--- src/rtl/credit_receiver_fifo.sv ---
// Credit-based receive FIFO: buffers interconnect flits and presents them show-ahead to the pearl.
// Latency: a flit pushed at edge N is visible after N and poppable at N+1; the credit pulse follows each pop by one cycle.
// Backpressure: none toward the interconnect (credits guarantee space); a push into a full FIFO is dropped and sets sticky o_overflow.
module credit_receiver_fifo #(
    parameter int DATA_WIDTH = 17,
    parameter int DEPTH      = 8
) (
    input  logic                         clock,
    input  logic                         reset,
    input  logic [DATA_WIDTH-1:0]        i_data,
    input  logic                         i_valid,
    output logic [DATA_WIDTH-1:0]        o_data,
    output logic                         o_valid,
    input  logic                         i_ready,
    output logic                         o_increment_count,
    output logic [$clog2(DEPTH+1)-1:0]   o_count,
    output logic                         o_overflow
);

    localparam int CNT_W = $clog2(DEPTH + 1);
    localparam int PTR_W = $clog2(DEPTH);
    localparam logic [PTR_W-1:0] LAST_PTR = PTR_W'(DEPTH - 1);
    localparam logic [CNT_W-1:0] FULL_CNT = CNT_W'(DEPTH);

    logic [DATA_WIDTH-1:0] mem [DEPTH];
    logic [PTR_W-1:0]      rd_ptr;
    logic [PTR_W-1:0]      wr_ptr;
    logic [CNT_W-1:0]      count;
    logic                  increment_q;
    logic                  overflow_q;
    logic                  full;
    logic                  pop;
    logic                  push_ok;
    logic                  overflow_evt;

    function automatic logic [PTR_W-1:0] ptr_next(input logic [PTR_W-1:0] p);
        return (p == LAST_PTR) ? '0 : p + 1'b1;
    endfunction

    // A pop frees the head entry in the same edge, so a full FIFO can still take a push alongside it.
    always_comb begin
        full         = (count == FULL_CNT);
        pop          = (count != '0) && i_ready;
        push_ok      = i_valid && (!full || pop);
        overflow_evt = i_valid && full && !pop;
    end

    always_ff @(posedge clock) begin
        if (reset) begin
            rd_ptr      <= '0;
            wr_ptr      <= '0;
            count       <= '0;
            increment_q <= 1'b0;
            overflow_q  <= 1'b0;
        end else begin
            if (push_ok) begin
                wr_ptr <= ptr_next(wr_ptr);
            end
            if (pop) begin
                rd_ptr <= ptr_next(rd_ptr);
            end
            case ({push_ok, pop})
                2'b10:   count <= count + 1'b1;
                2'b01:   count <= count - 1'b1;
                default: count <= count;
            endcase
            increment_q <= pop;
            if (overflow_evt) begin
                overflow_q <= 1'b1;
            end
        end
    end

    // Storage is deliberately left out of reset; only pointers and count define what is valid.
    always_ff @(posedge clock) begin
        if (!reset && push_ok) begin
            mem[wr_ptr] <= i_data;
        end
    end

    assign o_data            = mem[rd_ptr];
    assign o_valid           = (count != '0);
    assign o_count           = count;
    assign o_increment_count = increment_q;
    assign o_overflow        = overflow_q;

endmodule

--- config.mk ---
export PLATFORM = sky130hd
export DESIGN_NAME = credit_receiver_fifo
export DESIGN_NICKNAME = d
export VERILOG_FILES = /design/src/rtl/credit_receiver_fifo.sv
export SDC_FILE = /design/constraint.sdc
export NUM_CORES = 1
export LEC_CHECK = 0
export CAP_MARGIN = 10
export CORE_ASPECT_RATIO = 0.5
export CORE_MARGIN = 5
export CORE_UTILIZATION = 60
export DETAILED_ROUTE_END_ITERATION = 10
export PLACE_DENSITY = 0.81
export SYNTH_ARGS = -nofsm -noshare
export SYNTH_HDL_FRONTEND = slang
export SYNTH_SLANG_ARGS = --single-unit
--- constraint.sdc ---
create_clock -name clock -period 9.3 [get_ports clock]
set_input_delay 1.86 -clock clock [delete_from_list [all_inputs] [get_ports clock]]
set_output_delay 1.86 -clock clock [all_outputs]
set_load 0.01 [all_outputs]
# --- Word level (Yosys, flattened, before mapping) ---
# Memories as Yosys holds them, arrays and structs flattened. A register that Yosys moved wholly into a read port is not among the register bits.
# Cells that the tools add are included.
word_totals:
  input_bits: 21
  output_inout_bits: 24
  n_memories: 1
  register_bits: 12
  ramBits: 136
classes:
  n_addsub: 4
  n_mux: 7
  n_eq_ne: 5
  n_reduce_logical: 11
memory_table:
  columns: ["name", "depth", "word_bits", "read_ports", "rd_clocked_by_memory_dff", "wr", "line_no", "text"]
  rows:
  - ["mem", 8, 17, 1, 1, 1, "25", "logic [DATA_WIDTH-1:0] mem [DEPTH];"]
op_table:
  columns: ["cell", "count"]
  rows:
  - ["$mux 3", 4]
  - ["$pmux 4 s2", 1]
  - ["$add 3x1->3 const B", 2]
  - ["$eq 3x3->1 const B", 2]
  - ["$logic_and 1x1->1", 5]
  - ["$add 4x1->4 const B", 1]
  - ["$eq 4x4->1 const B", 1]
  - ["$reduce_bool 4->1", 1]
  - ["$sub 4x1->4 const B", 1]
  - ["$logic_not 1->1", 3]
  - ["$eq 2x1->1 const B", 1]
  - ["$eq 2x2->1 const B", 1]
  - ["$mux 1", 2]
  - ["$reduce_bool 2->1", 1]
  - ["$logic_or 1x1->1", 1]

# --- Logic depth before layout (Yosys ltp) ---
# Gate-level depths: netlist of run 1.
logic_depth:
  ltp_word: 7
  depth_mapped: 10

# --- Least setup slack after synthesis of run 1 ---
# OpenSTA, ideal clock, no wires.
synth_timing:
  kind: "input to register"
  start: "input i_ready"
  end: "memory mem[0][0], enable pin"
  arrival_time_ps: 3960
  setup_time_ps: 441
  path_stages: 3
  path_slack_ps: 4899
  path_buffers: 0
  cell_sequence: "nand2b_1 > o21ai_2 > nor4b_1"
synth_between:
  elab_chain_len: 6
synth_rtl:
  columns: ["element", "line_no", "text"]
  rows:
  - ["start, declared", "14", "input logic i_ready,"]
  - ["$logic_and 1x1->1", "43", "pop = (count != '0) && i_ready;"]
  - ["$logic_or 1x1->1", "44", "push_ok = i_valid && (!full || pop);"]
  - ["$logic_and 1x1->1", "44", null]
  - ["$logic_and 1x1->1", "76", "if (!reset && push_ok) begin"]
  - ["$mux 1", "76", null]
  - ["$mux 1 (implied by the code)", "77", "mem[wr_ptr] <= i_data;"]
  - ["end, declared", "25", null]
# No other way between the ends.

==> results of run 1 <==
-- worst max path at each step --
stage	start	end	slack (ps)	cells past startpoint
6_report	flip-flop	o_data[1]	4460	4
5_1_grt	flip-flop	o_data[1]	4260	4
2_1_floorplan	i_ready	mem[0][0]	4900	3
4_1_cts	flip-flop	o_data[0]	4380	4
3_5_place_dp	flip-flop	o_data[13]	4860	4
3_3_place_gp	flip-flop	o_data[1]	4930	4
-- area by class of cell --
class                   instances  share of cell area
clock buffers                  19              0.0603
flip-flops and latches        151               0.610
well taps                     135              0.0235
repair buffers                 51              0.0686
clock inverters                13              0.0247
inverters                       1            0.000522
multi-input cells             127               0.212
-- routing by layer --
metal | global-route usage | up-vias
met2 | 0.362 | 105
met1 | 0.266 | 1529
li1 | - | 1333
met5 | 0 | -
met4 | 0.0696 | 0
met3 | 0.0530 | 11
-- sequential cells by signal, indices dropped and copies added, names as in the netlist, named ones only --
name / flops
mem: 136
o_count: 4
rd_ptr: 3
wr_ptr: 3
o_increment_count: 1
o_overflow: 1
-- worst reg2reg max path: stages, from the launching register on --
cell and delay [ps]:
sky130_fd_sc_hd__dfxtp_1 430, sky130_fd_sc_hd__or4_1 670, sky130_fd_sc_hd__nand2_1 180, sky130_fd_sc_hd__xnor2_1 90, sky130_fd_sc_hd__ha_1 230, sky130_fd_sc_hd__nor2_1 150, sky130_fd_sc_hd__nor4b_1 80, sky130_fd_sc_hd__a311oi_2 290
sky130_fd_sc_hd__o221ai_1 160
-- cells in the mapped netlist, types with 2 or more instances --
cell                         n  area share
sky130_fd_sc_hd__xor2_1      2      0.0029
sky130_fd_sc_hd__edfxtp_1  136        0.68
sky130_fd_sc_hd__or3_1       2      0.0021
sky130_fd_sc_hd__o211ai_1    2      0.0025
sky130_fd_sc_hd__mux4_2     34        0.13
sky130_fd_sc_hd__ha_1        5       0.010
sky130_fd_sc_hd__xnor2_1     2      0.0029
sky130_fd_sc_hd__nor2_1     13      0.0081
sky130_fd_sc_hd__mux2_2     17       0.032
sky130_fd_sc_hd__a21oi_1     5      0.0042
sky130_fd_sc_hd__clkbuf_1    6      0.0038
sky130_fd_sc_hd__nand2_1    11      0.0069
sky130_fd_sc_hd__mux2i_1     3      0.0050
sky130_fd_sc_hd__or2b_2      2      0.0029
sky130_fd_sc_hd__a31oi_1     2      0.0021
sky130_fd_sc_hd__buf_2       4      0.0033
sky130_fd_sc_hd__nand3_1     3      0.0025
sky130_fd_sc_hd__buf_6       4      0.0075
sky130_fd_sc_hd__dfxtp_1    15       0.050
sky130_fd_sc_hd__nor3_1      4      0.0033
sky130_fd_sc_hd__nor4b_1     3      0.0044
sky130_fd_sc_hd__clkbuf_8    2      0.0046
-- stage by stage --
step	utilization	power [mW]	std cells
2_1_floorplan	-	1.04	298
3_3_place_gp	0.685	1.14	465
3_5_place_dp	0.685	1.15	465
4_1_cts	0.748	1.86	497
5_1_grt	0.748	1.92	497
6_report	0.748	1.84	497
-- report_power, final --
part	switching, mW	total [mW]	internal, mW
combinational	0.136	0.336	0.200
sequential	0.0392	0.802	0.762
clock	0.257	0.704	0.447
-- logic make-up (layout without fill, tap and decap cells) --
family / Yosys count / in the layout / synth area share
adder cells (fa/ha/maj): 5 / 5 / 0.0104
AND/OR/NAND/NOR: 48 / 48 / 0.0430
XOR/XNOR: 4 / 4 / 0.00584
flip-flops: 151 / 151 / 0.731
buffers and inverters: 20 / 84 / 0.0225
AO/OA/AOI/OAI: 16 / 16 / 0.0223
multiplexers: 54 / 54 / 0.165
==> results_dict.tcl, run 1 <==
set metrics [dict create \
    cts_repair_resize_count 0 \
    routed-wl-met2_um 6170 \
    post_detailed_route_wirelength_per_cell_um 23.2 \
    clock_latency_ps 410 \
    tritoncts.num_buffers 17 \
    final.setup.tns_ps 0 \
    place.port_buffers 44 \
    die_w_um 151 \
    cp.arrival_ps 2980 \
    clock_sink_count 151 \
    die_ht_um 80.7 \
    multi_input_comb_area_sq_um 1520 \
    holdPathEnd "o_overflow" \
    detail_route.drc_violations 0 \
    yosysSeqAreaShare 0.731 \
    ys.flop_type "sky130_fd_sc_hd__edfxtp_1" \
    fp-row-count 25 \
    floorplan.initialDensity 0.624 \
    grtUsageTotal 0.211 \
    grt_setup_unrepaired "false" \
    floorplan.io_pins 45 \
    avg_synthesized_cell_area_sq_um 20.1 \
    edff_count_synth 136 \
    dr.pass1.iters 5 \
    most-common-layout-cells "sky130_fd_sc_hd__edfxtp_1 (136), sky130_fd_sc_hd__clkdlybuf4s50_1 (44), sky130_fd_sc_hd__mux4_2 (34)" \
    post-route-min-period_ps 4840 \
    timing_hold_violations_final 0 \
    hold_ws_ps 498 \
    fin_area_sq_um 7180 \
    hold_path_depth 2 \
    report.final.setup_viol 0 \
    finalNetCount 375 \
    routed-wl-met3_um 657 \
    grt_max_degree 35 \
    max_freq_mhz 207 \
    maxCapViolations 0 \
    worst_r2r_startpoint "o_count[1]" \
    placed_area_sq_um 6570 \
    tightest_slew_ps 1100 \
    layout_cells_sized_above_1 0.282 \
    post_cts_hold_buffer_count 0 \
    top_layer_used "met4" \
    critical-path-slowest-cell "sky130_fd_sc_hd__dfxtp_2" \
    ff2ff_path_depth 8 \
    ir_worst_vdd_uv 158 \
    dpl_worst_slack_ps 4860 \
    worstPathCellList "buf_4 > mux4_2 > mux2_2 > clkdlybuf4s50_1" \
    grt_overflow_total 0 \
    most_frequent_standard_cell_in_the_layout_excluding_fill_and_tap_cells "sky130_fd_sc_hd__edfxtp_1" \
    vias_in_the_first_global_route 3195 \
    final.setup.worst_slack_ps 4460 \
    ys_types 43 \
    clock_tree.root_cell "sky130_fd_sc_hd__clkbuf_16" \
    antenna_found_initial 0 \
    antenna_violating_nets_post_route 0 \
    crit_family "buffers and inverters" \
    cp-end-kind "output port" \
    final_wirelength_um 11500 \
    startpoint_type "flip-flop" \
    min-delay-path-class "reg -> reg" \
    finalClockSkew_ps 5.41 \
    regToRegEndpoint "o_count[2]" \
    layout.area.seq_sq_um 4390 \
    core_area_sq_um 9600 \
    tritoncts "yes" \
    cts_buffer_depth 2 \
    detail_route.iter0.violations 259 \
    slew_violations 0 \
    synth_area_sq_um 6000 \
    synthArstFlopShare 0 \
    routed-via-count 2978 \
    timing.critical_path.fanout_max 18 \
    crit_buf_inv 2 \
    routabilityCongestion 0.786 \
    synthCells 298 \
    cts-htree-levels 4 \
    ys_seq_elements 151 \
    synth_fp_nets 324 \
    critPathMaxStageDelay_ps 730 \
    hold_start "o_overflow" \
    required_ps 7440 \
    run_status "completed" \
    reg2reg_setup_slack_ps 6880 \
    antenna_cells 0 \
    worst_slew_margin_rel 0.267 \
    detailed_place_hpwl_um 6340 \
    area_delta_synth_final_pct 19.8 \
    cellPowerDensity_nw_per_um2 256 \
    n_fill_cell 530 \
    post-cts-setup-buffer-count 0 \
    critPathKind "reg -> out" \
    per_cell_via_count_in_the_routed_design 5.99 \
    leakage_nw 2.28 \
    grt_first_pass_wirelength_um 18100 \
    path_clk_slew_ps 60 \
    post-route-period-util 0.520 \
    die-area_sq_um 12200 \
    route.layer.met1.wl_um 4580 \
    synth_warnings 0 \
]
Power figures use the tool's default switching activity.
==> run 2: changes to the inputs <==
CORE_UTILIZATION = 52   (was 60)
PLACE_DENSITY = 0.75   (was 0.81)
clock period = 3.9 ns   (was 9.3 ns; I/O delays follow)
==> results_dict.tcl, run 2 (synthesized netlist as in run 1, its figures left out) <==
set metrics [dict create \
    post-route-min-period_ps 3220 \
    grt_overflow_total 0 \
    finalNetCount 382 \
    slew_violations 0 \
    finalClockSkew_ps 10.5 \
    grt_setup_unrepaired "false" \
    floorplan.initialDensity 0.539 \
    final.setup.tns_ps 0 \
    clock_latency_ps 410 \
    cts_repair_resize_count 0 \
    die_ht_um 85.9 \
    floorplan.io_pins 45 \
    critPathMaxStageDelay_ps 580 \
    ff2ff_path_depth 8 \
    fp-row-count 27 \
    hold_path_depth 2 \
    cp-end-kind "output port" \
    dr.pass1.iters 4 \
    placedCellCount 482 \
    worstPathCellList "buf_4 > mux4_2 > mux2_2 > clkdlybuf4s50_1" \
    grt_first_pass_wirelength_um 18400 \
    timing_hold_violations_final 0 \
    report.final.setup_viol 0 \
    tritoncts "yes" \
    area_delta_synth_final_pct 20.5 \
    most_frequent_standard_cell_in_the_layout_excluding_fill_and_tap_cells "sky130_fd_sc_hd__edfxtp_1" \
    vias_in_the_first_global_route 3192 \
    final_cells 514 \
    worst_slew_margin_rel 0.326 \
    tightest_slew_ps 1010 \
    grt_max_degree 35 \
    die-area_sq_um 13900 \
    detail_route.iter0.violations 187 \
    required_ps 3120 \
    cp.arrival_ps 2440 \
    most-common-layout-cells "sky130_fd_sc_hd__edfxtp_1 (136), sky130_fd_sc_hd__clkdlybuf4s50_1 (44), sky130_fd_sc_hd__mux4_2 (34)" \
    detail_route.drc_violations 0 \
    critPathKind "reg -> out" \
    path_clk_slew_ps 60 \
    antenna_found_initial 0 \
    final.setup.worst_slack_ps 684 \
    place.port_buffers 44 \
    core_area_sq_um 11100 \
    worst_r2r_startpoint "o_count[1]" \
    cts_buffer_depth 2 \
    post-route-period-util 0.825 \
    cts-htree-levels 4 \
    per_cell_via_count_in_the_routed_design 5.80 \
    routabilityCongestion 0.794 \
    ir_worst_vdd_uv 335 \
    tritoncts.num_buffers 17 \
    cellPowerDensity_nw_per_um2 602 \
    detailed_place_hpwl_um 6570 \
    final_wirelength_um 11200 \
    startpoint_type "flip-flop" \
    cp_num_cells 4 \
    dpl_worst_slack_ps 930 \
    max_flop_register "mem" \
    post_cts_hold_buffer_count 0 \
    antenna_cells 0 \
    hold_start "rd_ptr[0]" \
    clock_tree.root_cell "sky130_fd_sc_hd__clkbuf_16" \
    n_fill_cell 722 \
    critical-path-slowest-cell "sky130_fd_sc_hd__mux4_2" \
    hold_ws_ps 500 \
    timing.critical_path.fanout_max 16 \
    max_freq_mhz 311 \
    routed-via-count 2981 \
    post_detailed_route_wirelength_per_cell_um 21.8 \
    clock_sink_count 151 \
    die_w_um 162 \
    leakage_nw 2.32 \
    crit_buf_inv 2 \
    crit_family "multiplexers" \
    maxCapViolations 0 \
    layout_cells_sized_above_1 0.301 \
    antenna_violating_nets_post_route 0 \
    grtUsageTotal 0.179 \
    run_status "completed" \
    largest_register_ffs 136 \
    post-cts-setup-buffer-count 0 \
    min-delay-path-class "reg -> reg" \
]
## run 2: cell types whose count changed in the layout (fill, tap and decap cells not counted), sizes merged
cell	delta
clkinvlp	-2
buf	+7
inv	+6
clkbuf	-2
bufinv	-2
## run 2: report_power, final
| group | total, mW | internal (mW) | switching, mW |
|---|---|---|---|
| Clock | 1.62 | 0.957 | 0.665 |
| Sequential | 1.87 | 1.82 | 0.0553 |
| Combinational | 0.853 | 0.496 | 0.357 |
| Total | 4.35 | 3.27 | 1.08 |
## run 2: layout make-up
class / count / area, sq um / area share
Clock buffer: 17 / 425 / 0.0589
Clock inverter: 15 / 165 / 0.0229
Inverter: 1 / 3.75 / 0.000520
Multi-Input combinational cell: 127 / 1500 / 0.208
Sequential cell: 151 / 4390 / 0.607
Tap cell: 145 / 181 / 0.0251
Timing Repair Buffer: 58 / 558 / 0.0773
## run 2: final timing paths
check                                   to  slack, ps
worst max-delay path             o_data[8]        680
worst min-delay path             flip-flop        500
worst max register to register  o_count[2]       1580
worst min register to register   flip-flop        500
## run 2: stage by stage
stage	total power, mW	utilization	instance area [sq um]
finish	4.35	0.650	7220
global route	4.56	0.650	7220
CTS	4.39	0.650	7220
detailed placement	2.77	0.597	6630
global placement	2.74	0.597	6630
floorplan	2.47	-	6000
## run 2: worst reg2reg max path: cells and delay by family, from the launching register on
family | cells | cell delay [ps]
DFF | 1 | 430
adders and majority gates | 1 | 220
and+or+nand+nor | 4 | 1060
AOI/OAI and AO/OA | 2 | 390
xor gates and xnor gates | 1 | 90
## run 2: layer usage
| layer | up-vias | track usage | wire length (um) |
|---|---|---|---|
| li1 | 1339 | - | - |
| met1 | 1542 | 0.236 | 4730 |
| met2 | 90 | 0.296 | 5750 |
| met3 | 10 | 0.0533 | 663 |
| met4 | 0 | 0.0445 | 81 |
| met5 | - | 0 | 0 |
==> run 3: changes to the inputs <==
CORE_UTILIZATION = 58   (was 52)
PLACE_DENSITY = 0.79   (was 0.75)
clock period = 3.2 ns   (was 3.9 ns; I/O delays follow)
==> results_dict.tcl, run 3 (synthesized netlist as in run 1, its figures left out) <==
set metrics [dict create \
    run_status "completed" \
    area_delta_synth_final_pct 19.9 \
    die_w_um 154 \
    finalClockSkew_ps 11.1 \
    post_cts_hold_buffer_count 0 \
    die_ht_um 81.9 \
    detail_route.iter0.violations 183 \
    placedCellCount 476 \
    slew_violations 0 \
    grt_overflow_total 0 \
    cellPowerDensity_nw_per_um2 721 \
    post-cts-setup-buffer-count 0 \
    cts_repair_resize_count 0 \
    antenna_violating_nets_post_route 0 \
    layout_cells_sized_above_1 0.302 \
    path_clk_slew_ps 60 \
    reg2reg_setup_slack_ps 830 \
    most-common-layout-cells "sky130_fd_sc_hd__edfxtp_1 (136), sky130_fd_sc_hd__clkdlybuf4s50_1 (44), sky130_fd_sc_hd__mux4_2 (34)" \
    max_freq_mhz 332 \
    final.setup.tns_ps 0 \
    grt_first_pass_wirelength_um 17300 \
    required_ps 2560 \
    clock_latency_ps 410 \
    antenna_found_initial 0 \
    final_cells 508 \
    share_comb_of_total_power 0.200 \
    floorplan.io_pins 45 \
    fp-row-count 26 \
    ir_worst_vdd_uv 519 \
    most_frequent_standard_cell_in_the_layout_excluding_fill_and_tap_cells "sky130_fd_sc_hd__edfxtp_1" \
    detailed_place_hpwl_um 6210 \
    antenna_cells 0 \
    startpoint_type "flip-flop" \
    intPower_mw 3.90 \
    maxCapViolations 0 \
    tritoncts.num_buffers 17 \
    vias_in_the_first_global_route 3118 \
    routed-via-count 2954 \
    cts-htree-levels 4 \
    dr.pass1.iters 4 \
    timing_hold_violations_final 0 \
    n_fill_cell 620 \
    final_wirelength_um 10900 \
    grtUsageTotal 0.190 \
    timing.critical_path.fanout_max 34 \
    per_cell_via_count_in_the_routed_design 5.81 \
    critPathKind "reg -> out" \
    routabilityCongestion 0.823 \
    p_sw_frac 0.248 \
    p_switching_mw 1.29 \
    hold_ws_ps 495 \
    largest_register_ffs 136 \
    tightest_slew_ps 502 \
    cp-end-kind "output port" \
    place.port_buffers 44 \
    clkPwrFrac 0.360 \
    min-delay-path-class "reg -> reg" \
    post_detailed_route_wirelength_per_cell_um 21.4 \
    seqPwrFrac 0.440 \
    post-route-min-period_ps 3010 \
    cts_buffer_depth 2 \
    cp.arrival_ps 2370 \
    report.final.setup_viol 0 \
    finalNetCount 381 \
    worst_slew_margin_rel 0.666 \
    die-area_sq_um 12600 \
    post-route-period-util 0.941 \
    floorplan.initialDensity 0.591 \
    grt_setup_unrepaired "false" \
    clock_sink_count 151 \
    detail_route.drc_violations 0 \
    grt_max_degree 35 \
    max_flop_register "mem" \
    core_area_sq_um 10100 \
    leakage_nw 2.30 \
    clock_tree.root_cell "sky130_fd_sc_hd__clkbuf_16" \
    tritoncts "yes" \
]
==> run 3: routing by layer <==
| metal | track usage | routed length [um] |
|---|---|---|
| met2 | 0.330 | 5590 |
| met4 | 0.0652 | 199 |
| met1 | 0.236 | 4460 |
| met5 | 0 | 0 |
| met3 | 0.0537 | 607 |
==> run 3: final timing paths <==
kind / from / end / depth (start not counted)
setup / recovery: flip-flop / o_data[13] / 4
hold reg to reg: o_overflow / o_overflow / 2
hold / removal: o_overflow / o_overflow / 2
setup reg to reg: o_count[1] / o_count[2] / 8
==> run 3: power by group through the flow <==
stage	Sequential (mW)	Clock (mW)	Combinational, mW
after floorplan	2.29	0	0.726
after global placement	2.31	0	1.01
after detailed placement	2.32	0	1.04
after CTS	2.28	1.90	1.06
after global routing	2.29	2.00	1.13
final	2.28	1.87	1.04
==> run 3: final cells by class <==
type / count / area, sq um / share of cell area
clock buffers: 17 / 425 / 0.0592
multi-input cells: 127 / 1500 / 0.209
clock inverters: 15 / 144 / 0.0200
repair buffers: 57 / 551 / 0.0766
flip-flops and latches: 151 / 4390 / 0.610
inverters: 1 / 3.75 / 0.000522
well taps: 140 / 175 / 0.0244
==> run 3: critical path, stage by stage (launching register included) <==
cell and delay [ps]:
sky130_fd_sc_hd__dfxtp_2 340, sky130_fd_sc_hd__buf_12 270, sky130_fd_sc_hd__mux4_2 550, sky130_fd_sc_hd__mux2_2 290, sky130_fd_sc_hd__clkdlybuf4s50_1 490
==> run 3: per-stage QoR <==
step	util	power, mW	instance area [sq um]	setup WS, ps
floorplan	-	3.01	6000	19.3
detailed placement	0.652	3.36	6620	401
global placement	0.652	3.32	6620	565
global route	0.708	5.42	7190	86.5
finish	0.708	5.19	7190	188
CTS	0.708	5.24	7190	147
==> edit (settings of run 2) <==
The output `o_increment_count` loses its register stage (`increment_q` becomes a continuous assignment).
--- a/src/rtl/credit_receiver_fifo.sv
+++ b/src/rtl/credit_receiver_fifo.sv
@@ -50,7 +50,6 @@
             rd_ptr      <= '0;
             wr_ptr      <= '0;
             count       <= '0;
-            increment_q <= 1'b0;
             overflow_q  <= 1'b0;
         end else begin
             if (push_ok) begin
@@ -64,12 +63,13 @@
                 2'b01:   count <= count - 1'b1;
                 default: count <= count;
             endcase
-            increment_q <= pop;
             if (overflow_evt) begin
                 overflow_q <= 1'b1;
             end
         end
     end
+
+    assign increment_q = pop;
 
     // Storage is deliberately left out of reset; only pointers and count define what is valid.
     always_ff @(posedge clock) begin
Behaviour: not the same (a bounded check fails within 4 cycles, from zero or initial values and one cycle with reset high).
==> edit against run 2 <==
  * Setup slack got worse by 0.18 ns
  * Global-route usage fell by 0.068 points
  * Register-to-register slack is essentially flat
  * Area after synthesis is 1.3% lower
  * Sequential cell count fell by 1
  * Core utilization increased by 0.33 points
  * Combinational power shrank 21%
  * Total power decreased by 0.28%
  * Wire length increased by 0.69%
  * Clock skew grew 0.0016 ns
  * Cell area is 0.10% lower
  * Largest power group unchanged
==> edit: results <==
[run_status]
status = finished clean

[placed_design]
gp_congestion = 0.817
place_inst = 476
dp_hpwl_mm = 6.47
io_buffers = 44

[final_layout]
drive_above_1_share = 0.281
fin_nets = 376
finalNonFillerCells = 508

[power_and_ir_drop]
ir_worst_vdd_v = 0.000364
total_leakage_power_nw = 2.33

[yosys]
yosys-top-cells-area = edfxtp_1 (69%), mux4_2 (13%), dfxtp_1 (4.7%)
synthDistinctLibCells = 39
synth_cells = 293
syn-num-nets = 319
ys_seq_area_frac = 0.738
ys_top_cells_by_count = edfxtp_1 (136), mux4_2 (34), mux2_2 (17)

[drt]
met2WireLength_mm = 5.79
first_iter_violations = 131
vias = 2961
drt-met1-wl_mm = 4.81
dr_wl_met3_um = 479

[timing]
tightestPinTransition_ns = 1.02
worst_clock_skew_ns = 0.0121

[global_route]
globalRouteTotalUtil = 0.178
grt_first_pass_wirelength_mm = 18.0

[critical_path]
worstPathMaxFanout = 18
cpPeakStageDelay_ns = 0.63
[edit: layer usage]
metal | GRT usage | up-vias
li1 | - | 1304
met1 | 0.220 | 1561
met2 | 0.301 | 80
met3 | 0.0485 | 16
met4 | 0.0751 | 0
met5 | 0 | -
[edit: power by group through the flow]
stage	combinational [W]	clock [W]	sequential, W
finish	0.000678	0.00180	0.00186
global route	0.000733	0.00191	0.00187
CTS	0.000691	0.00182	0.00186
detailed placement	0.000684	0	0.00189
global placement	0.000665	0	0.00189
floorplan	0.000484	0	0.00185
[edit: kinds of logic after synthesis]
family,synth area share
flops,0.738
mux,0.165
simple gates,0.0391
buf+inv,0.0228
compound gates,0.0186
fa+ha+maj,0.0106
xor+xnor,0.00592
[edit: worst paths after layout]
check / startpoint / slack [ns] / cells after the start / end
worst min register to register: rd_ptr[2] / 0.50 / 2 / rd_ptr[2]
worst max-delay path: register / 0.51 / 4 / o_data[0]
worst min-delay path: rd_ptr[2] / 0.50 / 2 / rd_ptr[2]
worst max register to register: o_count[2] / 1.58 / 8 / o_count[2]
[edit: final cells by class]
class	count	area, um2
fill	687	3830
clock inverter	15	234
inverter	4	15.0
timing repair buffer	57	551
multi-input combinational	120	1440
clock buffer	17	425
tap	145	181
sequential	150	4370
[edit: through the flow]
stage          setup slack, ns  cell area, um2  total power [W]
6_report                 0.508            7220          0.00433
3_3_place_gp             0.954            6560          0.00255
3_5_place_dp             0.920            6560          0.00257
5_1_grt                  0.364            7220          0.00451
2_1_floorplan            0.271            5920          0.00234
4_1_cts                  0.444            7220          0.00437
[edit: tightest hold or removal path: cells and delay by family (launching register included)]
family | cells | cell delay [ns]
and+or+nand+nor | 1 | 0.05
DFF | 1 | 0.31
AOI/OAI and AO/OA | 1 | 0.07
